`src/rtl/rv_iopmp_pkg.sv`:
```
// Shared types for the IOPMP BRAM arbiter: arbitration state and read-data owner encoding.
package rv_iopmp_pkg;

    typedef enum logic {
        ST_NORMAL    = 1'b0,
        ST_CFG_FORCE = 1'b1
    } arb_state_e;

    // Which requester the BRAM read data of the next cycle belongs to
    typedef enum logic [1:0] {
        OWNER_NONE = 2'b00,
        OWNER_LK   = 2'b01,
        OWNER_CFG  = 2'b10
    } owner_e;

endpackage

```
`src/rtl/rv_iopmp_bram_arbiter.sv`:
```
// Two-port arbiter sharing one IOPMP entry BRAM between the cfg path and the entry walker.
// Optional perf counter of conflict cycles is built only with RV_IOPMP_BRAM_ARB_PERF_EN.
module rv_iopmp_bram_arbiter
    import rv_iopmp_pkg::*;
#(
    parameter int NUMBER_ENTRIES = 8,
    parameter int BRAM_DWIDTH    = 128,
    parameter int MAX_STALL      = 4
) (
    input  logic                              clk_i,
    input  logic                              rst_i,

    input  logic                              cfg_en_i,
    input  logic                              cfg_we_i,
    input  logic [$clog2(NUMBER_ENTRIES)-1:0] cfg_addr_i,
    input  logic [BRAM_DWIDTH-1:0]            cfg_din_i,
    input  logic [BRAM_DWIDTH/8-1:0]          cfg_be_i,
    output logic                              cfg_gnt_o,
    output logic                              cfg_rvalid_o,
    output logic [BRAM_DWIDTH-1:0]            cfg_rdata_o,

    input  logic                              lk_req_i,
    input  logic [$clog2(NUMBER_ENTRIES)-1:0] lk_addr_i,
    output logic                              lk_gnt_o,
    output logic                              lk_rvalid_o,
    output logic [BRAM_DWIDTH-1:0]            lk_rdata_o,

    output logic                              bram_en_o,
    output logic                              bram_we_o,
    output logic [$clog2(NUMBER_ENTRIES)-1:0] bram_addr_o,
    output logic [BRAM_DWIDTH-1:0]            bram_din_o,
    output logic [BRAM_DWIDTH/8-1:0]          bram_be_o,
    input  logic [BRAM_DWIDTH-1:0]            bram_dout_i,

    output logic [31:0]                       conflict_cnt_o
);

    localparam int STALL_W = $clog2(MAX_STALL + 1);
    localparam logic [STALL_W-1:0] STALL_MAX = STALL_W'(MAX_STALL);

    arb_state_e         state;
    owner_e             owner;
    logic [STALL_W-1:0] stall_cnt;
    logic [STALL_W-1:0] stall_nxt;
    logic               cfg_gnt;
    logic               lk_gnt;

    // Lookup has priority until cfg has been starved for MAX_STALL cycles
    always_comb begin
        cfg_gnt = !rst_i && cfg_en_i && (state == ST_CFG_FORCE || !lk_req_i);
        lk_gnt  = !rst_i && lk_req_i && !cfg_gnt;
    end

    always_comb begin
        stall_nxt = stall_cnt;
        if (!cfg_en_i || cfg_gnt) begin
            stall_nxt = '0;
        end else if (stall_cnt != STALL_MAX) begin
            stall_nxt = stall_cnt + STALL_W'(1);
        end
    end

    always_comb begin
        bram_en_o   = 1'b0;
        bram_we_o   = 1'b0;
        bram_addr_o = '0;
        bram_din_o  = '0;
        bram_be_o   = '0;
        if (lk_gnt) begin
            bram_en_o   = 1'b1;
            bram_addr_o = lk_addr_i;
        end else if (cfg_gnt) begin
            bram_en_o   = 1'b1;
            bram_we_o   = cfg_we_i;
            bram_addr_o = cfg_addr_i;
            bram_din_o  = cfg_din_i;
            bram_be_o   = cfg_be_i;
        end
    end

    always_ff @(posedge clk_i) begin
        if (rst_i) begin
            state     <= ST_NORMAL;
            stall_cnt <= '0;
            owner     <= OWNER_NONE;
        end else begin
            stall_cnt <= stall_nxt;
            case (state)
                ST_NORMAL:    if (stall_nxt == STALL_MAX) state <= ST_CFG_FORCE;
                ST_CFG_FORCE: if (cfg_gnt) state <= ST_NORMAL;
                default:      state <= ST_NORMAL;
            endcase
            if (lk_gnt) begin
                owner <= OWNER_LK;
            end else if (cfg_gnt && !cfg_we_i) begin
                owner <= OWNER_CFG;
            end else begin
                owner <= OWNER_NONE;
            end
        end
    end

    // Gating with rst_i drops a response that was in flight when reset arrived
    assign lk_rvalid_o  = !rst_i && (owner == OWNER_LK);
    assign cfg_rvalid_o = !rst_i && (owner == OWNER_CFG);
    assign lk_rdata_o   = bram_dout_i;
    assign cfg_rdata_o  = bram_dout_i;
    assign cfg_gnt_o    = cfg_gnt;
    assign lk_gnt_o     = lk_gnt;

`ifdef RV_IOPMP_BRAM_ARB_PERF_EN
    logic [31:0] conflict_cnt;

    always_ff @(posedge clk_i) begin
        if (rst_i) begin
            conflict_cnt <= '0;
        end else if (cfg_en_i && lk_req_i) begin
            conflict_cnt <= conflict_cnt + 32'd1;
        end
    end

    assign conflict_cnt_o = conflict_cnt;
`else
    assign conflict_cnt_o = '0;
`endif

endmodule

```
`config.mk`:
```
export PLATFORM = sky130hd
export DESIGN_NAME = rv_iopmp_bram_arbiter
export DESIGN_NICKNAME = d
export VERILOG_FILES = /design/src/rtl/rv_iopmp_pkg.sv /design/src/rtl/rv_iopmp_bram_arbiter.sv
export SDC_FILE = /design/constraint.sdc
export NUM_CORES = 1
export LEC_CHECK = 0
export CAP_MARGIN = 10
export CELL_PAD_IN_SITES_DETAIL_PLACEMENT = 1
export CELL_PAD_IN_SITES_GLOBAL_PLACEMENT = 2
export CORE_AREA = 5 5 281 283
export CTS_BUF_LIST = sky130_fd_sc_hd__clkbuf_16
export CTS_CLUSTER_DIAMETER = 40
export DETAILED_ROUTE_END_ITERATION = 10
export DIE_AREA = 0 0 286 288
export GPL_TIMING_DRIVEN = 1
export PLACE_DENSITY = 0.71
export SYNTH_ARGS = -nofsm -noshare
export SYNTH_HDL_FRONTEND = slang
export SYNTH_SLANG_ARGS = --single-unit
export TNS_END_PERCENT = 10
```
`constraint.sdc`:
```
create_clock -name clk_i -period 1.5 [get_ports clk_i]
set_input_delay 0.3 -clock clk_i [delete_from_list [all_inputs] [get_ports clk_i]]
set_output_delay 0.3 -clock clk_i [all_outputs]
set_load 0.005 [all_outputs]
```
## Yosys cells after proc, flatten, opt, wreduce, memory -nomap -nowiden

Index checks and enable logic that the tools add are counted.

- Flip-flop bits (word level): 6
- Input port bits: 283
- Output and inout port bits: 441
- Word-level logic and storage cells: 42

- Add/subtract/negate cells: 1
- Equality and inequality tests: 4
- Muxes and demuxes: 17
- Bitwise operators: 1
- Reductions and logical operators: 15

Operator list:

| kind | count |
|---|---|
| $mux 128 | 2 |
| $mux 16 | 2 |
| $mux 3 | 4 |
| $logic_and 1x1->1 | 7 |
| $mux 1 | 7 |
| $logic_not 1->1 | 5 |
| $add 3x1->3 const B | 1 |
| $eq 3x3->1 const B | 1 |
| $ne 3x3->1 const B | 1 |
| $eq 2x1->1 const B | 1 |
| $eq 2x2->1 const B | 1 |
| $logic_or 1x1->1 | 2 |
| $mux 2 | 1 |
| $pmux 1 s2 | 1 |
| $reduce_or 2->1 | 1 |
| $not 1->1 | 1 |

## Depth between registers and ports, before layout

Gate-level depths: netlist of the first run.

- Depth in word-level cells: 8
- Gate-level depth with buffers: 5
- Mapped depth without buffers: 5

## Worst setup path after synthesis of the first run

OpenSTA, ideal clock, no wires.

- Kind: register -> output
- From: register state
- To: output bram_din_o[100]
- Data arrival time: 1.146 ns
- Data required time: 1.200 ns
- Setup slack: 0.054 ns
- Stages on the path, launching flop included: 6
- Buffers on the path: 2
- Path through: dfxtp_1 -> nor2b_1 -> nor3b_4 -> buf_6 -> clkbuf_2 -> and2_1

- Longest elaborated chain between the ends: 5
- Elaborated cells between the ends (all ways): 6
- Those cells by class: 2 x mux; 4 x reduce/logical

Ends and longest elaborated chain:

| item | RTL line | text |
|---|---|---|
| from (decl) | rv_iopmp_bram_arbiter.sv:41 | `arb_state_e state;` |
| from (signal assigned) | rv_iopmp_bram_arbiter.sv:83 | `state <= ST_NORMAL;` |
| from (signal assigned) | rv_iopmp_bram_arbiter.sv:89 | `ST_NORMAL: if (stall_nxt == STALL_MAX) state <= ST_CFG_FORCE;` |
| from (signal assigned) | rv_iopmp_bram_arbiter.sv:90 | `ST_CFG_FORCE: if (cfg_gnt) state <= ST_NORMAL;` |
| $logic_or 1x1->1 (*) | rv_iopmp_bram_arbiter.sv:50 | `cfg_gnt = !rst_i && cfg_en_i && (state == ST_CFG_FORCE \|\| !lk_req_i);` |
| $logic_and 1x1->1 (*) | rv_iopmp_bram_arbiter.sv:50 |  |
| $logic_not 1->1 | rv_iopmp_bram_arbiter.sv:51 | `lk_gnt = !rst_i && lk_req_i && !cfg_gnt;` |
| $logic_and 1x1->1 | rv_iopmp_bram_arbiter.sv:51 |  |
| $mux 128 (*) | rv_iopmp_bram_arbiter.sv:69 | `if (lk_gnt) begin` |
| to (decl) | rv_iopmp_bram_arbiter.sv:31 | `output logic [BRAM_DWIDTH-1:0] bram_din_o,` |

Every way passes the cells marked *; elsewhere a longest branch is shown, timed or not.

## Worst setup path after layout of the first run

- From: register state
- To: output bram_din_o[44]

Same word-level chain as after synthesis.

==> results of run 1 <==
## where the power goes
part / switching, W / total [W] / internal, W
registers: 0.00000222 / 0.000166 / 0.000164
clock network: 0.0000914 / 0.000434 / 0.000342
logic: 0.000364 / 0.00115 / 0.000784
## metal layers
layer | GRT usage | share of wire
met1 | 0.0419 | 0.29
met2 | 0.0895 | 0.48
met3 | 0.0435 | 0.19
met4 | 0.0252 | 0.042
met5 | 0.0173 | 0.0078
## Yosys cell counts (all sizes together), types with 2 or more instances
library cell	number
ha	2
nor3b	4
and2	146
nand2	2
clkbuf	14
dfxtp	6
a22o	3
a21oi	2
nor2	5
buf	290
nor2b	2
inv	2
## metrics by stage
| step | hold WS, ns | instance area (µm²) |
|---|---|---|
| floorplan | 0.372 | 3610 |
| global placement | 0.513 | 5750 |
| detailed placement | 0.567 | 5750 |
| CTS | 0.562 | 6660 |
| global route | 0.571 | 6830 |
| finish | 0.537 | 6830 |
## repair_timing
| item | CTS | global route |
|---|---|---|
| pin swaps | 40 | 23 |
| setup buffers | 31 | 3 |
| setup endpoints to repair | 155 | 152 |
| resized for setup | 655 | 76 |
| gates cloned | 14 | 1 |
| hold buffers | 0 | 0 |
## worst max-delay path, delay by kind of cell (launching register included)
family | cells | cell delay [ns]
buf+inv | 7 | 0.80
flops | 1 | 0.34
simple gates | 3 | 0.45
## cell families (layout without fill, tap and decap cells)
kind of cell             after synthesis  in the layout  share of synthesized area
XOR/XNOR                               1              1                    0.00251
AO/OA/AOI/OAI                          6              6                     0.0129
AND/OR/NAND/NOR                      164            164                      0.297
flip-flops                             6              6                     0.0344
other                                  1             34                    0.00107
adder cells (fa/ha/maj)                2              2                    0.00716
buffers and inverters                306            366                      0.645
## layout make-up
class                           count  area [µm²]  area share
Antenna cell                        2        5.00    0.000733
Clock buffer                        3        75.1      0.0110
Inverter                            2        7.51     0.00110
Multi-Input combinational cell    205        1420       0.208
Sequential cell                     6         121      0.0178
Tap cell                          988        1240       0.181
Timing Repair Buffer              361        3970       0.581
## registers in the layout, summed over array words and instances, names as in the netlist
register / flops
owner: 2
stall_cnt: 3
state: 1
## how the worst min path moves through the flow
stage,slack [ns],cells after the start,startpoint,to
floorplan,0.37,1,cfg_we_i,owner[1]
global placement,0.51,2,stall_cnt[2],stall_cnt[2]
detailed placement,0.57,2,state,owner[0]
CTS,0.56,3,cfg_en_i,owner[0]
global route,0.57,4,lk_req_i,owner[0]
finish,0.54,4,lk_req_i,owner[0]
==> reports/metrics.cfg, run 1 <==
[global_route]
first_global_vias=3727
grt_pass1_wl_mm=30.2
grt_usage=0.0525
antenna_found_initial=5
grt_max_degree=20
overflow=0

[worst_setup_path]
critPathArrivalTime_ns=1.83
cp_max_fo=3
worst_path_max_delay_cell=dfxtp_2
rr_endpoint=owner[1]
reg2reg_depth=7
crit_end=bram_din_o[44]
slowest_delay_ns=0.34
required_ns=1.20
rr_startpoint=state
rrSetupSlack_ns=0.08
critPathLaunch=state
cp-start-kind=register
worst_setup_path_end_kind=primary output
crit_chain=nor2b_4, nor3b_4, buf_12, buf_12, buf_16, buf_16, buf_12, buf_6, and2_4, buf_6
crit_type=register to primary output
crit_top_cell=buf_12

[final_layout]
area_growth_pct=95.6
final_common_cell=clkdlybuf4s50_1
nFillCells=9063
layoutNonFillerInstCount=1567
final_cell_mix=151 x clkdlybuf4s50_1, 87 x and2_1, 63 x buf_6
finalCoreUtilization=0.0893
nNetsFinal=864
drive_gt1_frac=0.480

[logic_synthesis]
synth_top_area_frac=0.619
async_flop_share=0
ys_types=24
synth_edf_count=0
synth-seq-cells=6
ys_seq_area_frac=0.0344
yosys-top-cells-area=buf_4 62%, and2_1 26%, dfxtp_1 3.4%
yosys_warnings=0
synth_area_mm2=0.00349
synth.avg_cell_area_um2=7.19
ys.flop_type=dfxtp_1
synth_top_area_cell=buf_4
netlist_instances=486

[clock_network]
clkTransAtPathRegs_ns=0.04
cts_buffers=3
clockBufferDepth=2
cts-root-buf=clkbuf_16
htreeDepth=1
tritoncts=yes
cts_sinks=6
clk_latency_ns=0.23

[die]
rows=102
start_util=0.0457
coreArea_mm2=0.0764
die_h_um=288
ioPinCount=724
fp.dieW_um=286
die-area_mm2=0.0824

[routing]
viasPerCell=2.10
drc=0
totalWireLength_mm=24.3
drt_iter0_markers=63
dr.pass1.iters=4
wl_per_cell_um=15.5
num_vias=3294
ant_nets=0

[place]
dp_hpwl_mm=16.8
place.gp.congestion=0.784
dp_slack_ns=-1.36
place_inst=1516
port_buffers=307

[sta]
drv_slew=0
fin_ws_ns=-0.635
setup_viol=149
setup-tns-final_ns=-75.82
fmax_mhz=468
finClkSkew_ns=0.00198
finalCritPeriodShare=1.42
hold_violations=0
rsz0062_at_grt=true
layout_min_cycle_time_ns=2.13

[pwr]
p_leak_nw=2.68
p_per_area_mw_per_mm2=256
totalPowerFinal_w=0.00175
irDropWorstVdd_v=0.000395

[run]
cap_violations=0

[hold_path]
hp-class=input pin to register

[run_status]
status=finished with violations
violations=setup timing

(Power assumes the default switching activity.)
==> run 2, diff against run 1 <==
Settings changed: ABC_AREA from default to 1, CORE_AREA 5 5 281 283 to 5 5 275 277, DIE_AREA 0 0 286 288 to 0 0 280 282, PLACE_DENSITY 0.71 to 0.76, REMOVE_ABC_BUFFERS from default to 1.
==> run 2 against run 1 <==
Net effect:
- the flow still finishes with violations (setup timing)
- via count rose by 35%
- non-clock buffer count fell by 6
- clock power fell by 1%
- final cell count rose by 8.2%
- register-to-register slack improved by 0.17 ns
- core utilization fell by 0.085 points
- critical path depth fell by 2
- sequential cell count did not move
- count of clock-buffer cells in the layout did not move
- synthesized cell count rose by 34%
- final area fell by 6.0%
- sequential share of layout area rose by 0.11 points
- critical endpoint is now bram_be_o[14]
- largest cell class unchanged
- highest routed layer unchanged
==> reports/metrics.cfg, run 2 <==
[hold_path]
min_path_cells=3
holdCritStartpoint=cfg_en_i
min_to=state
hp-class=input pin to register

[sta]
drv_slew=0
rsz0062_at_grt=true
fin_ws_ns=-0.249
layout_min_cycle_time_ns=1.75
fmax_mhz=572
finClkSkew_ns=0.00167
whs_ns=0.530
finalCritPeriodShare=1.17
setup_viol=145
hold_violations=0

[worst_setup_path]
rr_endpoint=state
crit_type=register to primary output
rr_startpoint=state
critPathArrivalTime_ns=1.45
rrSetupSlack_ns=0.25
worst_setup_path_end_kind=primary output
reg2reg_depth=8
cp_max_fo=11
required_ns=1.20
cp-start-kind=register

[logic_synthesis]
ys_top_cells_by_count=289 x buf_4, 157 x inv_1, 151 x nor2_1
ys_seq_area_frac=0.0319
ys_types=16
synth_top_area_frac=0.576
synth_area_mm2=0.00376
synth.avg_cell_area_um2=5.78
netlist_instances=651
synth_top_area_cell=buf_4
yosys_warnings=0
ys.flop_type=dfxtp_1
synth_edf_count=0
async_flop_share=0
yosysMostFrequentCell=buf_4
synth-seq-cells=6
yosys-top-cells-area=buf_4 58%, inv_1 16%, nor2_1 15%

[final_layout]
final_common_cell=inv_1
largest_registers=stall_cnt: 3 flops, owner: 2 flops, state: 1 flops
final_cell_area_mm2=0.00642
area_growth_pct=70.6
nNetsFinal=1023
largest_reg_flops=3
final_cell_mix=155 x inv_1, 151 x clkdlybuf4s50_1, 130 x buf_2
nFillCells=8890
drive_gt1_frac=0.444
num_antenna_cells=0
layoutNonFillerInstCount=1695
regMostFlops=stall_cnt

[global_route]
overflow=0
grt_pass1_wl_mm=76.0
antenna_found_initial=1
first_global_vias=4251
grt_usage=0.161
grt_max_degree=13

[clock_network]
cts-root-buf=clkbuf_16
clkTransAtPathRegs_ns=0.03
cts_buffers=3
clk_latency_ns=0.23
cts_sinks=6
tritoncts=yes
clockBufferDepth=2
cts_hold_buf=0
htreeDepth=1

[routing]
viasPerCell=2.62
ant_nets=0
dr.pass1.iters=4
drc=0
totalWireLength_mm=68.2
drt_iter0_markers=166
wl_per_cell_um=40.2
num_vias=4438

[pwr]
switchingPower_w=0.000530
p_leak_nw=3.21
combPwrFrac=0.645
p_clk_frac=0.255
switching_share=0.316
p_per_area_mw_per_mm2=261
p_int_w=0.00115
irDropWorstVdd_v=0.000236
totalPowerFinal_w=0.00168
pwr-share-seq=0.099

[die]
die_h_um=282
coreArea_mm2=0.0726
start_util=0.0519
die-area_mm2=0.0790
rows=99
ioPinCount=724
fp.dieW_um=280

[run_status]
status=finished with violations
violations=setup timing

[place]
place_inst=1672
port_buffers=307
dp_hpwl_mm=62.3
placed_area_mm2=0.00609
place.gp.congestion=0.867

[run]
cap_violations=0

## run 2: changes by cell type after synthesis, sizes merged, moves of 3 or more
cell	change
buf	+14
nand2	+17
and2	-146
clkbuf	-14
nor3b	-4
inv	+158
nand3	+3
nor2	+146
a22o	-3
## run 2: timing repair
item / in CTS / in global routing
setup buffers: 11 / 4
endpoints found under the setup margin: 153 / 151
pin swaps: 5 / 7
cloned: 4 / 3
resized for setup: 632 / 174
## run 2: area by class of cell
| type | count | area [µm²] | share of cell area |
|---|---|---|---|
| repair buffers | 355 | 3090 | 0.482 |
| flip-flops and latches | 6 | 121 | 0.0189 |
| clock buffers | 3 | 75.1 | 0.0117 |
| multi-input cells | 212 | 1320 | 0.206 |
| well taps | 959 | 1200 | 0.187 |
| inverters | 160 | 611 | 0.0951 |
## run 2: worst max-delay path: stages, from the launching register on
cell     delay [ns]
dfxtp_2        0.33
inv_2          0.05
nand2_4        0.09
nand2_8        0.09
buf_12         0.15
buf_12         0.14
buf_12         0.15
nor2_1         0.08
buf_2          0.12
## run 2: cells by family (layout without fill, tap and decap cells)
family,Yosys count,count (layout),synth area share
AOI/OAI and AO/OA,3,3,0.00465
adders and majority gates,2,2,0.00665
buffers and inverters,464,518,0.779
DFF,6,6,0.0319
other,1,32,0.000996
and+or+nand+nor,175,175,0.177
## run 2: power groups by stage
stage	combinational, W	sequential (W)	clock (W)
finish	0.00108	0.000167	0.000428
global route	0.00117	0.000167	0.000448
CTS	0.000998	0.000167	0.000438
detailed placement	0.000970	0.000169	0
global placement	0.000964	0.000169	0
floorplan	0.000211	0.000168	0
## run 2: how the worst max path moves through the flow
stage              from             end  slack, ns  cells past startpoint
3_5_place_dp   cfg_en_i  bram_din_o[56]      -0.84                      8
2_1_floorplan     rst_i  bram_addr_o[0]      -1.02                      8
4_1_cts           state  bram_din_o[10]      -0.34                      7
5_1_grt           state  bram_din_o[64]      -0.32                      8
3_3_place_gp      rst_i  bram_din_o[52]      -0.87                      9
6_report          state   bram_be_o[14]      -0.25                      8
## run 2: metrics by stage
stage / setup TNS [ns] / util / worst slack, ns
6_report: -19.65 / 0.0885 / -0.249
5_1_grt: -28.84 / 0.0885 / -0.323
4_1_cts: -28.14 / 0.0837 / -0.336
3_5_place_dp: -117.92 / 0.0839 / -0.844
3_3_place_gp: -121.86 / 0.0839 / -0.872
2_1_floorplan: -102.39 / - / -1.02
## run 2: per-layer routing
metal | vias up | track usage | wire (µm)
met5 | - | 0.106 | 1120
li1 | 1640 | - | -
met1 | 1779 | 0.0886 | 13500
met4 | 22 | 0.0632 | 2930
met2 | 926 | 0.266 | 31500
met3 | 71 | 0.217 | 19100
==> run 3, diff against run 2 <==
Settings changed: ABC_CLOCK_PERIOD_IN_PS from default to 1500.
==> results of run 3 <==
The final DEF is identical to that of run 2; final timing and power are the same.
==> variant (flow settings as in run 1) <==
Set the parameter `BRAM_DWIDTH` to 64 (it was 128).
--- a/src/rtl/rv_iopmp_bram_arbiter.sv
+++ b/src/rtl/rv_iopmp_bram_arbiter.sv
@@ -6,3 +6,3 @@
     parameter int NUMBER_ENTRIES = 8,
-    parameter int BRAM_DWIDTH    = 128,
+    parameter int BRAM_DWIDTH    = 64,
     parameter int MAX_STALL      = 4
Interface: changed (7 resized); port bits go from 724 to 388. No check against the original RTL was run, so the function may have changed too.
==> variant against run 1 <==
  * The flow still finishes with violations (setup timing)
  * Wire length is 62% lower
  * Sequential share of layout area is 1.2 points higher
  * Maximum frequency is 7.8% higher
  * Design area is 40% lower
  * Clock power hardly changed
  * Sequential cell count stayed put
  * Count of clock-buffer cells in the layout stayed put
  * Synthesized area is 41% lower
  * Synthesized cell count is 43% lower
  * Setup slack better by 150 ps
  * Power is 35% lower
  * First-iteration DRC count is 92% lower
  * Critical path type unchanged
  * Critical endpoint is now bram_din_o[47]
  * Largest power group unchanged
==> variant: results (changes against run 1) <==
- Outcome: finished, violations left
- Failing checks: setup timing
- Pre-antenna DRT Iters: 2 (-2)
- Complex-gate fraction of the synthesized area: 2.20% (+0.91 points)
- Port bufs: 163 (-47%)
- VDD IR max: 0.240 mV (-39%)
- Worst reg-to-reg setup slack: 240 ps (+160 ps)
- P_sw: 0.000263 W (-43%)
- Post-synthesis xor/xnor area fraction: 0.427% (+0.18 points)
- Final #Nets: 485 (-44%)
- First-pass GRT wire length: 11,300 µm (-63%)
- Vias in the first global route: 1,926 (-48%)
- Vias per cell: 1.37 (-35%)
- Hold path depth: 4 (unchanged)
- Initial drt markers: 5 (-92%)
- GR Util All Layers: 1.76% (-3.5 points)
- Routed metal-1 wire length: 2540 µm (-63%)
- Cell variety after synth: 23 (-4.2%)
- Met2 Track Usage GR: 3.24% (-5.7 points)
- Post_cts resized: 299 (-54%)
- Met1 GRT Util: 1.29% (-2.9 points)
- Dpl ws: -984 ps (+375 ps)
- Top cells by count, synth: buf_4 (160), and2_1 (74), dfxtp_1 (6)
- GP Congestion: 0.667 (-15%)
- DP HPWL: 7140 µm (-57%)
- M3 GR Usage: 0.982% (-3.4 points)
- WL met3: 1600 µm (-65%)
- CP max FO: 7 (+4)
- Worst Reg-to-Reg Cells: 5 (-2)
- FILL cells: 9,147 (+0.93%)
- Top cells by area, synth: buf_4 (59%), and2_1 (23%), dfxtp_1 (5.9%)
- Antenna violations before repair: 3 (-2)
- Cell Area, Placed: 3910 µm² (-32%)
- Clock skew: 2.37 ps (+0.393 ps)
- Ys flop type: dfxtp_1
- CP arrival: 1680 ps (-150 ps)
- WL met2: 4310 µm (-63%)
- Setup bufs post-CTS: 5 (-84%)
- Register area share after synthesis: 5.86% (+2.4 points)
- CP delay by family, top: buffers and inverters
- Setup violators final: 77 (-48%)
- Leak pwr: 1.49 nW (-44%)
- Post-Synth Adder-Cell Area: 1.22% (+0.50 points)
- PnR worst setup slack: -480 ps (+155 ps)
- Clk network pwr share: 38.3% (+13 points)
- Share of cells above drive strength 1: 38.0% (-10 points)
- Drt wl/cell: 6.96 µm (-55%)
-- variant: stage by stage --
stage	utilization (%)	instances	TNS, ps	power (W)
5_1_grt	5.38	1322	-34100	0.00119
2_1_floorplan	-	309	0	0.000613
4_1_cts	5.24	1314	-24590	0.00112
3_3_place_gp	5.11	1304	-70850	0.000656
3_5_place_dp	5.11	1304	-72630	0.000662
6_report	5.39	1324	-28690	0.00113
-- variant: worst max path at each step --
stage,startpoint,endpoint,slack (ps),cells after the start
6_report,state,bram_din_o[47],-480,8
5_1_grt,state,bram_din_o[47],-560,8
4_1_cts,state,bram_be_o[5],-670,6
3_5_place_dp,lk_req_i,bram_addr_o[1],-980,6
3_3_place_gp,lk_req_i,bram_addr_o[1],-950,6
2_1_floorplan,state,bram_din_o[28],100,5
-- variant: area by class of cell --
type                       instances  area share [%]
timing repair buffer             190            44.5
multi-input combinational        133            20.4
clock buffer                       3            1.82
tap                              988            30.0
inverter                           2           0.182
antenna                            2           0.122
sequential                         6            2.95
